[config.mk]
export PLATFORM = sky130hd
export DESIGN_NAME = add_seq_ctrl_flat
export DESIGN_NICKNAME = d
export VERILOG_FILES = /design/src/rtl/add_seq_ctrl_if.sv /design/src/rtl/add_seq_ctrl.sv /design/src/flat_wrapper.sv
export SDC_FILE = /design/constraint.sdc
export NUM_CORES = 1
export LEC_CHECK = 0
export BUFFER_PORTS_ARGS = -buffer_cell sky130_fd_sc_hd__buf_2
export CAP_MARGIN = 10
export CORE_MARGIN = 2
export CORE_UTILIZATION = 42
export CTS_CLUSTER_DIAMETER = 50
export DETAILED_ROUTE_END_ITERATION = 12
export PLACE_DENSITY = 0.67
export SYNTH_ARGS = -nofsm -noshare
export SYNTH_HDL_FRONTEND = slang
export SYNTH_HIERARCHICAL = 1
export SYNTH_SLANG_ARGS = --single-unit
[constraint.sdc]
create_clock -name clk -period 2.6 [get_ports clk]
set_input_delay 0.26 -clock clk [delete_from_list [all_inputs] [get_ports clk]]
set_output_delay 0.26 -clock clk [all_outputs]
set_load 0.01 [all_outputs]
[src/rtl/add_seq_ctrl_if.sv]
// Operand/result handshake bundle for add_seq_ctrl.
// Carries the ovf flag only when ADD_SEQ_OVF_EN is defined.
interface add_seq_ctrl_if #(
  parameter int unsigned SLICE_W    = 3,
  parameter int unsigned NUM_SLICES = 4
);
  localparam int unsigned OP_W = SLICE_W * NUM_SLICES;

  logic            in_valid;
  logic            in_ready;
  logic [OP_W-1:0] a;
  logic [OP_W-1:0] b;
  logic            cin;
  logic            out_valid;
  logic            out_ready;
  logic [OP_W-1:0] sum;
  logic            cout;
  logic            busy;
`ifdef ADD_SEQ_OVF_EN
  logic            ovf;
`endif

  modport master (
    output in_valid, a, b, cin, out_ready,
`ifdef ADD_SEQ_OVF_EN
    input  ovf,
`endif
    input  in_ready, out_valid, sum, cout, busy
  );

  modport slave (
    input  in_valid, a, b, cin, out_ready,
`ifdef ADD_SEQ_OVF_EN
    output ovf,
`endif
    output in_ready, out_valid, sum, cout, busy
  );
endinterface

[src/rtl/add_seq_ctrl.sv]
// Wide adder sequenced over one shared SLICE_W-bit ripple-carry slice, LSB chunk first.
// Optional signed-overflow output enabled by defining ADD_SEQ_OVF_EN.
module full_add (
  input  logic a_i,
  input  logic b_i,
  input  logic c_i,
  output logic s_o,
  output logic c_o
);
  assign s_o = a_i ^ b_i ^ c_i;
  assign c_o = (a_i & b_i) | (c_i & (a_i ^ b_i));
endmodule

module add_seq_ctrl #(
  parameter int unsigned SLICE_W    = 3,
  parameter int unsigned NUM_SLICES = 4
) (
  input logic          clk,
  input logic          rst_n,
  add_seq_ctrl_if.slave bus
);
  localparam int unsigned OP_W  = SLICE_W * NUM_SLICES;
  localparam int unsigned IDX_W = $clog2(NUM_SLICES);
  localparam logic [IDX_W-1:0] LAST_IDX = IDX_W'(NUM_SLICES - 1);

  typedef enum logic [1:0] {IDLE, RUN, DONE} state_e;

  state_e          state_q, state_d;
  logic            in_ready_q, in_ready_d;
  logic [OP_W-1:0] op_a_q, op_a_d;
  logic [OP_W-1:0] op_b_q, op_b_d;
  logic [OP_W-1:0] sum_q, sum_d;
  logic            carry_q, carry_d;
  logic            cout_q, cout_d;
  logic            ovf_q, ovf_d;
  logic [IDX_W-1:0] idx_q, idx_d;

  logic [31:0]        base;
  logic [SLICE_W-1:0] sl_a, sl_b, sl_s;
  logic [SLICE_W:0]   sl_c;

  assign base = 32'(idx_q) * SLICE_W;
  assign sl_a = op_a_q[base +: SLICE_W];
  assign sl_b = op_b_q[base +: SLICE_W];
  assign sl_c[0] = carry_q;

  for (genvar i = 0; i < SLICE_W; i++) begin : g_slice
    full_add u_fa (
      .a_i (sl_a[i]),
      .b_i (sl_b[i]),
      .c_i (sl_c[i]),
      .s_o (sl_s[i]),
      .c_o (sl_c[i+1])
    );
  end

  always_comb begin
    state_d    = state_q;
    in_ready_d = in_ready_q;
    op_a_d     = op_a_q;
    op_b_d     = op_b_q;
    sum_d      = sum_q;
    carry_d    = carry_q;
    cout_d     = cout_q;
    ovf_d      = ovf_q;
    idx_d      = idx_q;
    unique case (state_q)
      IDLE: begin
        in_ready_d = 1'b1;
        if (bus.in_valid && in_ready_q) begin
          op_a_d     = bus.a;
          op_b_d     = bus.b;
          carry_d    = bus.cin;
          sum_d      = '0;
          idx_d      = '0;
          ovf_d      = 1'b0;
          in_ready_d = 1'b0;
          state_d    = RUN;
        end
      end
      RUN: begin
        sum_d[base +: SLICE_W] = sl_s;
        carry_d                = sl_c[SLICE_W];
        if (idx_q == LAST_IDX) begin
          cout_d  = sl_c[SLICE_W];
          // carry into the slice MSB is the carry into operand bit OP_W-1 here
          ovf_d   = sl_c[SLICE_W] ^ sl_c[SLICE_W-1];
          state_d = DONE;
        end else begin
          idx_d = idx_q + 1'b1;
        end
      end
      DONE: begin
        if (bus.out_ready) begin
          in_ready_d = 1'b1;
          state_d    = IDLE;
        end
      end
      default: state_d = IDLE;
    endcase
  end

  always_ff @(posedge clk or negedge rst_n) begin
    if (!rst_n) begin
      state_q    <= IDLE;
      in_ready_q <= 1'b0;
      op_a_q     <= '0;
      op_b_q     <= '0;
      sum_q      <= '0;
      carry_q    <= 1'b0;
      cout_q     <= 1'b0;
      ovf_q      <= 1'b0;
      idx_q      <= '0;
    end else begin
      state_q    <= state_d;
      in_ready_q <= in_ready_d;
      op_a_q     <= op_a_d;
      op_b_q     <= op_b_d;
      sum_q      <= sum_d;
      carry_q    <= carry_d;
      cout_q     <= cout_d;
      ovf_q      <= ovf_d;
      idx_q      <= idx_d;
    end
  end

  assign bus.in_ready  = in_ready_q;
  assign bus.out_valid = (state_q == DONE);
  assign bus.busy      = (state_q != IDLE);
  assign bus.sum       = sum_q;
  assign bus.cout      = cout_q;
`ifdef ADD_SEQ_OVF_EN
  assign bus.ovf       = ovf_q;
`else
  logic unused_ovf;
  assign unused_ovf = ovf_q;
`endif
endmodule

[src/flat_wrapper.sv]
// flat-port wrapper written by rule: the top's interface ports become plain ports
module add_seq_ctrl_flat 
#(
  parameter int unsigned SLICE_W    = 3,
  parameter int unsigned NUM_SLICES = 4
)
  (clk, rst_n, bus_in_valid, bus_a, bus_b, bus_cin, bus_out_ready, bus_in_ready, bus_out_valid, bus_sum, bus_cout, bus_busy);
  add_seq_ctrl_if #(.SLICE_W(SLICE_W), .NUM_SLICES(NUM_SLICES)) bus_i ();
  input logic clk;
  input logic rst_n;
  input wire logic [$bits(bus_i.in_valid)-1:0] bus_in_valid;
  input wire logic [$bits(bus_i.a)-1:0] bus_a;
  input wire logic [$bits(bus_i.b)-1:0] bus_b;
  input wire logic [$bits(bus_i.cin)-1:0] bus_cin;
  input wire logic [$bits(bus_i.out_ready)-1:0] bus_out_ready;
  output wire logic [$bits(bus_i.in_ready)-1:0] bus_in_ready;
  output wire logic [$bits(bus_i.out_valid)-1:0] bus_out_valid;
  output wire logic [$bits(bus_i.sum)-1:0] bus_sum;
  output wire logic [$bits(bus_i.cout)-1:0] bus_cout;
  output wire logic [$bits(bus_i.busy)-1:0] bus_busy;
  assign bus_i.in_valid = bus_in_valid;
  assign bus_i.a = bus_a;
  assign bus_i.b = bus_b;
  assign bus_i.cin = bus_cin;
  assign bus_i.out_ready = bus_out_ready;
  assign bus_in_ready = bus_i.in_ready;
  assign bus_out_valid = bus_i.out_valid;
  assign bus_sum = bus_i.sum;
  assign bus_cout = bus_i.cout;
  assign bus_busy = bus_i.busy;
  add_seq_ctrl #(.SLICE_W(SLICE_W), .NUM_SLICES(NUM_SLICES)) u_core (.clk(clk), .rst_n(rst_n), .bus(bus_i));
endmodule
==> results of run 1 <==
state kept, by name, indices dropped and copies added, names as in the netlist:
name and cells:
u_core/op_b_q 12, u_core/op_a_q 12, u_core/bus.sum 12, u_core/bus.cout 1
u_core/idx_q 2, u_core/state_q 2, u_core/carry_q 1, u_core/bus.in_ready 1
synthesized netlist by cell type:
library cell / number
dfrtp_1: 43
mux2_2: 25
a22o_1: 12
ha_1: 6
mux4_2: 6
nand2_1: 6
inv_1: 5
o21ai_0: 5
a21oi_1: 4
a31oi_2: 3
buf_4: 3
fa_1: 3
buf_2: 2
nor2_1: 2
nor4_1: 2
a21boi_0: 1
a22oi_1: 1
a41oi_1: 1
and4_1: 1
buf_6: 1
clkbuf_1: 1
nand2b_1: 1
nor2b_1: 1
nor3_1: 1
nor3b_1: 1
nor4b_2: 1
nor4bb_4: 1
or2_2: 1
worst max-delay path, cell delays in order (launching register included):
cell and delay [ns]:
dfrtp_2 0.41, mux4_2 0.53, fa_2 0.41, fa_2 0.36
fa_2 0.49, a22o_1 0.22
stage by stage:
step	hold slack (ns)	instances	area, sq um
finish	0.1025	242	2387
global route	0.1842	242	2387
CTS	0.1400	242	2386
detailed placement	0.4593	236	2313
global placement	0.4326	236	2313
floorplan	-0.03559	140	2042
report_power, final:
part / internal, mW / total [mW] / leakage (nW) / switching (mW)
Combinational: 0.855 / 1.64 / 0.536 / 0.788
Clock: 0.179 / 0.383 / 0.0371 / 0.204
Sequential: 0.987 / 1.23 / 0.533 / 0.246
what timing repair did:
item                                   4_1_cts  5_1_grt
endpoints found under the hold margin        0        0
hold buffers                                 0        0
gates resized for setup                      0        1
setup endpoints to repair                    0        4
setup buffers                                0        0
per-layer routing:
metal / GRT usage / wire (um) / part of all wire
met3: 0.04938 / 183 / 0.044
met5: 0 / 0 / 0
met2: 0.2827 / 2095 / 0.50
met4: 0.07475 / 81 / 0.019
met1: 0.2065 / 1797 / 0.43
logic make-up after synthesis:
kind of cell	Yosys count
buffers and inverters	12
AOI/OAI and AO/OA	27
and+or+nand+nor	18
muxes	31
DFF	43
adders and majority gates	9
layout make-up:
cell class,instances,area (sq um)
clock buffer,6,72.57
tap,54,67.56
fill,407,2305
sequential,43,1077
multi-input combinational,85,893.4
timing repair buffer,49,257.7
inverter,5,18.77
final timing paths:
path | from | to
worst max register to register | u_core/idx_q[0] | u_core/bus.sum[5]
worst min register to register | u_core/bus.sum[1] | u_core/bus.sum[1]
max in group asynchronous | rst_n | u_core/idx_q[0]
min in group clk | bus_b[5] | u_core/op_b_q[5]
worst min-delay path | rst_n | u_core/bus.sum[7]
worst max-delay path | u_core/idx_q[0] | u_core/bus.sum[5]
==> summary.txt, run 1 <==
Critical path
  – Max Fanout on Critical Path: 4
  – Endpoint type of the worst setup path: flop
  – Worst R2R Path Depth: 5
  – Crit path kind: flop to flop
  – Flop-to-flop setup slack: between 0.08 and 0.09 ns
  – WP data required: about 2.8 ns
  – Startpoint class of the critical path: flop
  – Crit path DAT: 2.70 ns

Clocking
  – Root Buffer: clkbuf_8
  – Clk buf depth: 2
  – Htree depth: 2
  – Clk Latency, worst-skew pair: 0.29 ns
  – TritonCTS clock tree: done
  – CTS clk-pin slew, worst paths: about 0.08 ns
  – Total CTS buffers: 5
  – Clock sink count: 43

Die
  – Vert. Die Dim: approximately 73 um
  – Die area: roughly 5400 sq um
  – Initial Utilization: 0.4323
  – I/O Pins: 45
  – Die W: between 70 and 80 um
  – Core box area: around 4700 sq um
  – Num rows: 25

Global routing
  – Largest net degree at the start of global routing: 44
  – Vias in the first global route: between 1000 and 1500
  – GR Util All Layers: 0.1706
  – Overflow after GRT: 0
  – Antenna violations before repair: 0
  – First-pass GRT wire length: around 6.9 mm

Yosys
  – Synth Area in Compound Gates: 0.1043
  – Synth Area in Adders: 0.06663
  – Post-synthesis cell area: 2028 sq um
  – Syn. warnings: 6
  – Post-synthesis register bit count: 43
  – Synthesized instance count: 140
  – Syn avg cell area: between 10 and 15 sq um
  – Syn nets: about 180
  – Seq/Total Area, Yosys: 0.5305
  – Yosys top cell area share: 0.5305
  – Area leader, netlist: dfrtp_1
  – Library cells used by synthesis: 28
  – XOR/XNOR Fraction of Synth Area: 0
  – Simple-gate share of the synthesized area: 0.06046
  – Largest family of logic cells by synthesized area: multiplexers
  – Synth top area cells: dfrtp_1 (53%), mux2_2 (14%), mux4_2 (6.7%)
  – Post-synthesis mux area share: 0.2054

Power
  – Total power: roughly 3.3 mW
  – Pleak: around 1.1 nW
  – Max VDD drop: between 0.6 and 0.7 mV
  – Pwr dens: 1365 nW/um^2

Place
  – Routability congestion estimate: between 0.8 and 0.9
  – Final HPWL DP: 3.088 mm
  – Port bufs: 44
  – Pre-CTS setup slack: 0.02738 ns

Route
  – Routed Antenna Nets: 0
  – DRT Pass-1 Iters: 4
  – Starting DRC count in detailed routing: 20
  – Drt wl/cell: between 15 and 20 um
  – DRC Markers: 0
  – DR vias: 1327
  – DRT Wirelength: ~4.2 mm
  – Vias per cell: 5.483

Cells and area
  – Post-layout util: 0.5088
  – Most frequent cells in the layout: buf_2 (44), dfrtp_1 (42), mux2_2 (25), a22o_1 (12)
  – P&R area growth vs syn: 17.71%
  – # diodes: 0
  – Fraction of layout cells with a size suffix above 1: 0.5053
  – Final nets: about 230
  – Most common cell after layout, fill and taps aside: buf_2

STA
  – Fmax: 397.6 MHz
  – Setup tns final: 0 ns
  – Final Slew Violations: 0
  – Setup ws final: ~0.085 ns
  – Slew HR: 0.3761
  – Post-Route Skew: between 0.009 and 0.01 ns
  – Final period utilization: 0.9673
  – Worst-Margin Slew: roughly 0.94 ns
  – Final hold vios: 0
  – Setup violations, final: 0
  – Crit path time final: 2.515 ns

Run
  – # Max-Cap Violations: 0

Worst hold path
  – HP Class: input pin to async pin

Status
  – Outcome: finished clean
Power figures use the tool's default switching activity.
==> run 2, diff against run 1 <==
--- a/config.mk
+++ b/config.mk
@@ -12,6 +12,7 @@
 export CTS_CLUSTER_DIAMETER = 50
 export DETAILED_ROUTE_END_ITERATION = 12
 export PLACE_DENSITY = 0.67
+export REMOVE_ABC_BUFFERS = 1
 export SYNTH_ARGS = -nofsm -noshare
 export SYNTH_HDL_FRONTEND = slang
 export SYNTH_HIERARCHICAL = 1
==> run 2 against run 1 <==
Cell count rose by 0.83%. Clock-buffer cell count rose by 2. Clock power rose by 20%. Critical path depth did not move. Via count fell by 0.83%. Largest cell class unchanged. Global-route usage rose by 0.092 points. Utilization rose by 0.67 points. Die area did not move.
==> summary.txt, run 2 (same netlist as run 1, synthesis figures left out) <==
STA
  – Final period utilization: 0.9654
  – Slew HR: 0.3730
  – Unrepaired setup endpoints after global routing: no
  – Hold slack: just over 0.1 ns
  – Setup ws final: between 0.08 and 0.09 ns
  – Post-Route Skew: about 0.0039 ns
  – Final Slew Violations: 0
  – Fmax: roughly 400 MHz
  – Crit path time final: between 2 and 3 ns
  – Final hold vios: 0
  – Setup violations, final: 0
  – Worst-Margin Slew: about 0.94 ns

Global routing
  – First-pass GRT wire length: around 6.8 mm
  – Overflow after GRT: 0
  – Largest net degree at the start of global routing: 44
  – Vias in the first global route: between 1000 and 1500
  – GR Util All Layers: 0.1716
  – Antenna violations before repair: 0

Cells and area
  – P&R area growth vs syn: 19.25%
  – Most frequent cells in the layout: buf_2 (44), dfrtp_1 (43), mux2_2 (25), a22o_1 (12), clkbuf_8 (7)
  – Most common cell after layout, fill and taps aside: buf_2
  – Final nets: around 230
  – # diodes: 0
  – Fraction of layout cells with a size suffix above 1: 0.5105

Clocking
  – Clock sink count: 43
  – TritonCTS clock tree: done
  – Root Buffer: clkbuf_8
  – Clk Latency, worst-skew pair: 0.30 ns
  – Total CTS buffers: 5
  – Htree depth: 2
  – CTS clk-pin slew, worst paths: roughly 0.070 ns
  – Clk buf depth: 2

Place
  – Final HPWL DP: 3.071 mm
  – Routability congestion estimate: 0.8172
  – Pre-CTS setup slack: -0.08792 ns
  – Port bufs: 44

Route
  – DRT Wirelength: between 4 and 5 mm
  – Starting DRC count in detailed routing: between 40 and 50
  – Drt wl/cell: roughly 17 um
  – DRT Pass-1 Iters: 4
  – DR vias: around 1300
  – Routed Antenna Nets: 0
  – Vias per cell: around 5.4
  – DRC Markers: 0

Power
  – Comb power frac: 0.495
  – Max VDD drop: 0.5359 mV
  – Pint: between 2 and 2.5 mW
  – Clock power frac: 0.138
  – Switching power: 1.249 mW
  – Register share of total power: 0.368
  – Pwr dens: ~1400 nW/um^2
  – Pleak: 1.121 nW
  – Sw Ratio: 0.3742

Run
  – # Max-Cap Violations: 0

Die
  – Vert. Die Dim: between 70 and 80 um
  – Num rows: 25
  – Initial Utilization: 0.4323
  – I/O Pins: 45
  – Core box area: between 4000 and 5000 sq um
  – Die W: 73.49 um
  – Die area: about 5400 sq um

Critical path
  – Crit-path leading delay family: adder cells
  – WP data required: about 2.8 ns
  – CP max stage delay: roughly 0.54 ns
  – Crit path DAT: approximately 2.7 ns
  – CP Buf/Inv Count: 0
  – Endpoint type of the worst setup path: flop
  – CP Cell Sequence: mux4_2 -> fa_2 -> fa_2 -> fa_2 -> a22o_1
  – CP max-delay cell: mux4_2
  – Crit path kind: flop to flop
  – Most common cell on crit path: fa_2
  – Max Fanout on Critical Path: 4
  – Startpoint class of the critical path: flop

Worst hold path
  – HP Class: input pin to async pin

Status
  – Outcome: finished clean
## run 2: cell types whose count changed in the layout (fill, tap and decap cells not counted)
| cell | change |
|---|---|
| dfrtp_2 | -1 |
| dfrtp_1 | +1 |
| clkbuf_8 | +2 |
| a22oi_2 | +1 |
| a22oi_1 | -1 |
## run 2: metal layers
layer | track usage | part of all wire | up-vias
met5 | 0 | 0 | -
met4 | 0.06061 | 0.015 | 0
met3 | 0.05898 | 0.055 | 5
met2 | 0.2917 | 0.52 | 37
met1 | 0.2013 | 0.41 | 657
li1 | - | - | 617
## run 2: worst register-to-register path, delay by kind of cell, from the launching register on
family                     cells  cell delay, ns
adders and majority gates      3            1.23
DFF                            1            0.42
muxes                          1            0.54
AOI/OAI and AO/OA              1            0.22
## run 2: final timing paths
path | cells after the start | from | to | slack (ns)
max reg2reg | 5 | u_core/idx_q[0] | u_core/bus.sum[11] | 0.09
min reg2reg | 1 | u_core/op_a_q[10] | u_core/op_a_q[10] | 0.50
max in group asynchronous | 1 | rst_n | u_core/op_a_q[11] | 1.91
max | 5 | u_core/idx_q[0] | u_core/bus.sum[11] | 0.09
min | 1 | rst_n | u_core/bus.sum[9] | 0.10
min in group clk | 2 | bus_b[2] | u_core/op_b_q[2] | 0.19
## run 2: power groups by stage
stage               Sequential [mW]  Combinational [mW]  Clock (mW)
finish                         1.23                1.65       0.460
global route                   1.27                1.81       0.505
CTS                            1.23                1.66       0.475
detailed placement             1.25                1.60           0
global placement               1.22                1.54           0
floorplan                      1.23                1.08           0
## run 2: timing repair
item | in CTS | in global routing
resized for setup | 3 | 1
pin swaps | 1 | 1
endpoints found under the setup margin | 6 | 5
hold endpoints to repair | 0 | 0
hold buffers | 0 | 0
buffers inserted | 1 | 0
## run 2: cell type report
cell class,instances,area (sq um)
fill,408,2273
sequential,43,1076
multi-input combinational,85,898.4
timing repair buffer,49,257.7
clock buffer,8,100.1
tap,54,67.56
inverter,5,18.77
## run 2: stage by stage
| step | instance area (sq um) | TNS, ns | cells | utilization | power [mW] |
|---|---|---|---|---|---|
| finish | 2419 | 0 | 244 | 0.5155 | 3.338 |
| floorplan | 1981 | -1.364 | 133 | - | 2.314 |
| global placement | 2306 | -0.05475 | 236 | 0.4915 | 2.765 |
| global route | 2419 | 0 | 244 | 0.5155 | 3.584 |
| CTS | 2421 | 0 | 245 | 0.5160 | 3.369 |
| detailed placement | 2306 | -0.3793 | 236 | 0.4915 | 2.845 |
==> run 3, diff against run 2 <==
--- a/config.mk
+++ b/config.mk
@@ -7,6 +7,7 @@
 export LEC_CHECK = 0
 export BUFFER_PORTS_ARGS = -buffer_cell sky130_fd_sc_hd__buf_2
 export CAP_MARGIN = 10
+export CORE_ASPECT_RATIO = 1.75
 export CORE_MARGIN = 2
 export CORE_UTILIZATION = 42
 export CTS_CLUSTER_DIAMETER = 50
==> run 3 against run 2 <==
Setup slack worse by 0.0053 ns. Cell count decreased by 0.82%. Cell area rose by 0.47%. Clock-buffer cell count fell by 2. Clock skew grew 0.0020 ns. Highest routed layer unchanged. Sequential share of layout area is 0.15 points lower. Critical path type unchanged. First-iteration DRC count grew 14%. Fmax shrank 0.21%. Via count is 2.3% higher. Power grew 2.0%. Global-route usage is essentially flat. Non-clock buffer count unchanged.
==> summary.txt, run 3 (same netlist as run 1, synthesis figures left out) <==
Critical path
  – CP Cell Sequence: mux4_2 -> fa_2 -> fa_2 -> fa_2 -> a22o_1
  – Startpoint class of the critical path: flop
  – Endpoint type of the worst setup path: flop
  – CP max-delay cell: mux4_2
  – CP Buf/Inv Count: 0
  – Crit path kind: flop to flop
  – Max Fanout on Critical Path: 4
  – Crit-path leading delay family: adder cells
  – WP data required: approximately 2.8 ns
  – CP max stage delay: 0.53 ns
  – Most common cell on crit path: fa_2
  – Crit path DAT: about 2.7 ns

Clocking
  – Postcts setup bufs: 0
  – Clk Latency, worst-skew pair: ~0.29 ns
  – Clock sink count: 43
  – Clk buf depth: 2
  – Htree depth: 2
  – CTS clk-pin slew, worst paths: around 0.08 ns
  – TritonCTS clock tree: done
  – Total CTS buffers: 5
  – Root Buffer: clkbuf_8

Cells and area
  – # diodes: 0
  – Most common cell after layout, fill and taps aside: buf_2
  – Final nets: roughly 230
  – Most frequent cells in the layout: buf_2 (44), dfrtp_1 (42), mux2_2 (25), a22o_1 (12)
  – Fraction of layout cells with a size suffix above 1: 0.5158
  – Fillers: 416
  – P&R area growth vs syn: 19.80%

Power
  – Total power: roughly 3.4 mW
  – Pwr dens: between 1000 and 1500 nW/um^2
  – Max VDD drop: approximately 0.86 mV
  – Pleak: ~1.1 nW

Global routing
  – Antenna violations before repair: 0
  – Vias in the first global route: around 1500
  – Largest net degree at the start of global routing: 44
  – Overflow after GRT: 0
  – GR Util All Layers: 0.1716
  – First-pass GRT wire length: 6.941 mm

Die
  – Vert. Die Dim: 95.93 um
  – Die area: 5423 sq um
  – Initial Utilization: 0.4347
  – I/O Pins: 45
  – Core box area: between 4000 and 5000 sq um
  – Die W: ~57 um
  – Num rows: 33

Run
  – # Max-Cap Violations: 0

STA
  – Final Slew Violations: 0
  – Crit path time final: ~2.5 ns
  – Slew HR: 0.3776
  – Worst-Margin Slew: approximately 0.93 ns
  – Setup violations, final: 0
  – Setup ws final: between 0.08 and 0.09 ns
  – Unrepaired setup endpoints after global routing: no
  – Post-Route Skew: 0.005910 ns
  – Final period utilization: 0.9675
  – Setup tns final: 0 ns
  – Final hold vios: 0
  – Fmax: ~400 MHz

Route
  – DRT Pass-1 Iters: 3
  – Drt wl/cell: about 17 um
  – Routed Antenna Nets: 0
  – Starting DRC count in detailed routing: 49
  – DRC Markers: 0
  – DRT Wirelength: between 4 and 5 mm
  – Vias per cell: roughly 5.6
  – DR vias: 1346

Worst hold path
  – HP Class: input pin to async pin

Place
  – Final HPWL DP: roughly 3.2 mm
  – Port bufs: 44
  – Pre-CTS setup slack: -0.06371 ns
  – Routability congestion estimate: slightly below 0.9

Status
  – Outcome: finished clean
==> run 3: cell types whose count changed in the layout (fill, tap and decap cells not counted), sizes merged <==
cell    delta
bufinv     +1
clkbuf     -2
clkinv     +1
==> run 3: power breakdown <==
part | total, mW | internal [mW] | switching [mW]
Combinational | 1.65 | 0.855 | 0.794
Clock | 0.529 | 0.311 | 0.218
Sequential | 1.23 | 0.987 | 0.239
Total | 3.40 | 2.15 | 1.25
==> run 3: repair_timing <==
action | in CTS | in global routing
resized for setup | 3 | 1
gates cloned | 0 | 0
pin swaps | 1 | 0
endpoints found under the setup margin | 6 | 5
hold buffers | 0 | 0
==> run 3: path summary, 6_finish.rpt <==
kind	startpoint	end	slack (ns)	cells past startpoint
worst max-delay path	u_core/idx_q[0]	u_core/bus.sum[8]	0.08	5
worst min-delay path	rst_n	u_core/bus.sum[3]	0.1	1
worst max register to register	u_core/idx_q[0]	u_core/bus.sum[8]	0.08	5
worst min register to register	u_core/bus.sum[0]	u_core/bus.sum[0]	0.50	1
max in group asynchronous	rst_n	u_core/idx_q[0]	1.85	1
min in group clk	bus_b[5]	u_core/op_b_q[5]	0.19	2
==> run 3: layout make-up <==
cell class / instances / area (sq um) / area share
Clock buffer: 6 / 82.58 / 0.03399
Clock inverter: 2 / 35.03 / 0.01442
Inverter: 5 / 18.77 / 0.007724
Multi-Input combinational cell: 85 / 893.4 / 0.3677
Sequential cell: 43 / 1077 / 0.4434
Tap cell: 52 / 65.06 / 0.02678
Timing Repair Buffer: 49 / 257.7 / 0.1061
==> run 3: routing by layer <==
layer  global-route usage  up-vias  wire (um)
met5                    0        -          0
met4               0.1032        0        193
met3              0.03898       13        209
met2               0.3149       44       2302
met1               0.1733      677       1412
li1                     -      612          -
==> run 3: metrics by stage <==
step | utilization | instances | hold WS [ns] | cell area, sq um
2_1_floorplan | - | 133 | -0.03559 | 1981
3_3_place_gp | 0.4937 | 234 | 0.4351 | 2303
3_5_place_dp | 0.4937 | 234 | 0.4552 | 2303
4_1_cts | 0.5205 | 242 | 0.1341 | 2429
5_1_grt | 0.5208 | 242 | 0.1727 | 2430
6_report | 0.5208 | 242 | 0.09865 | 2430
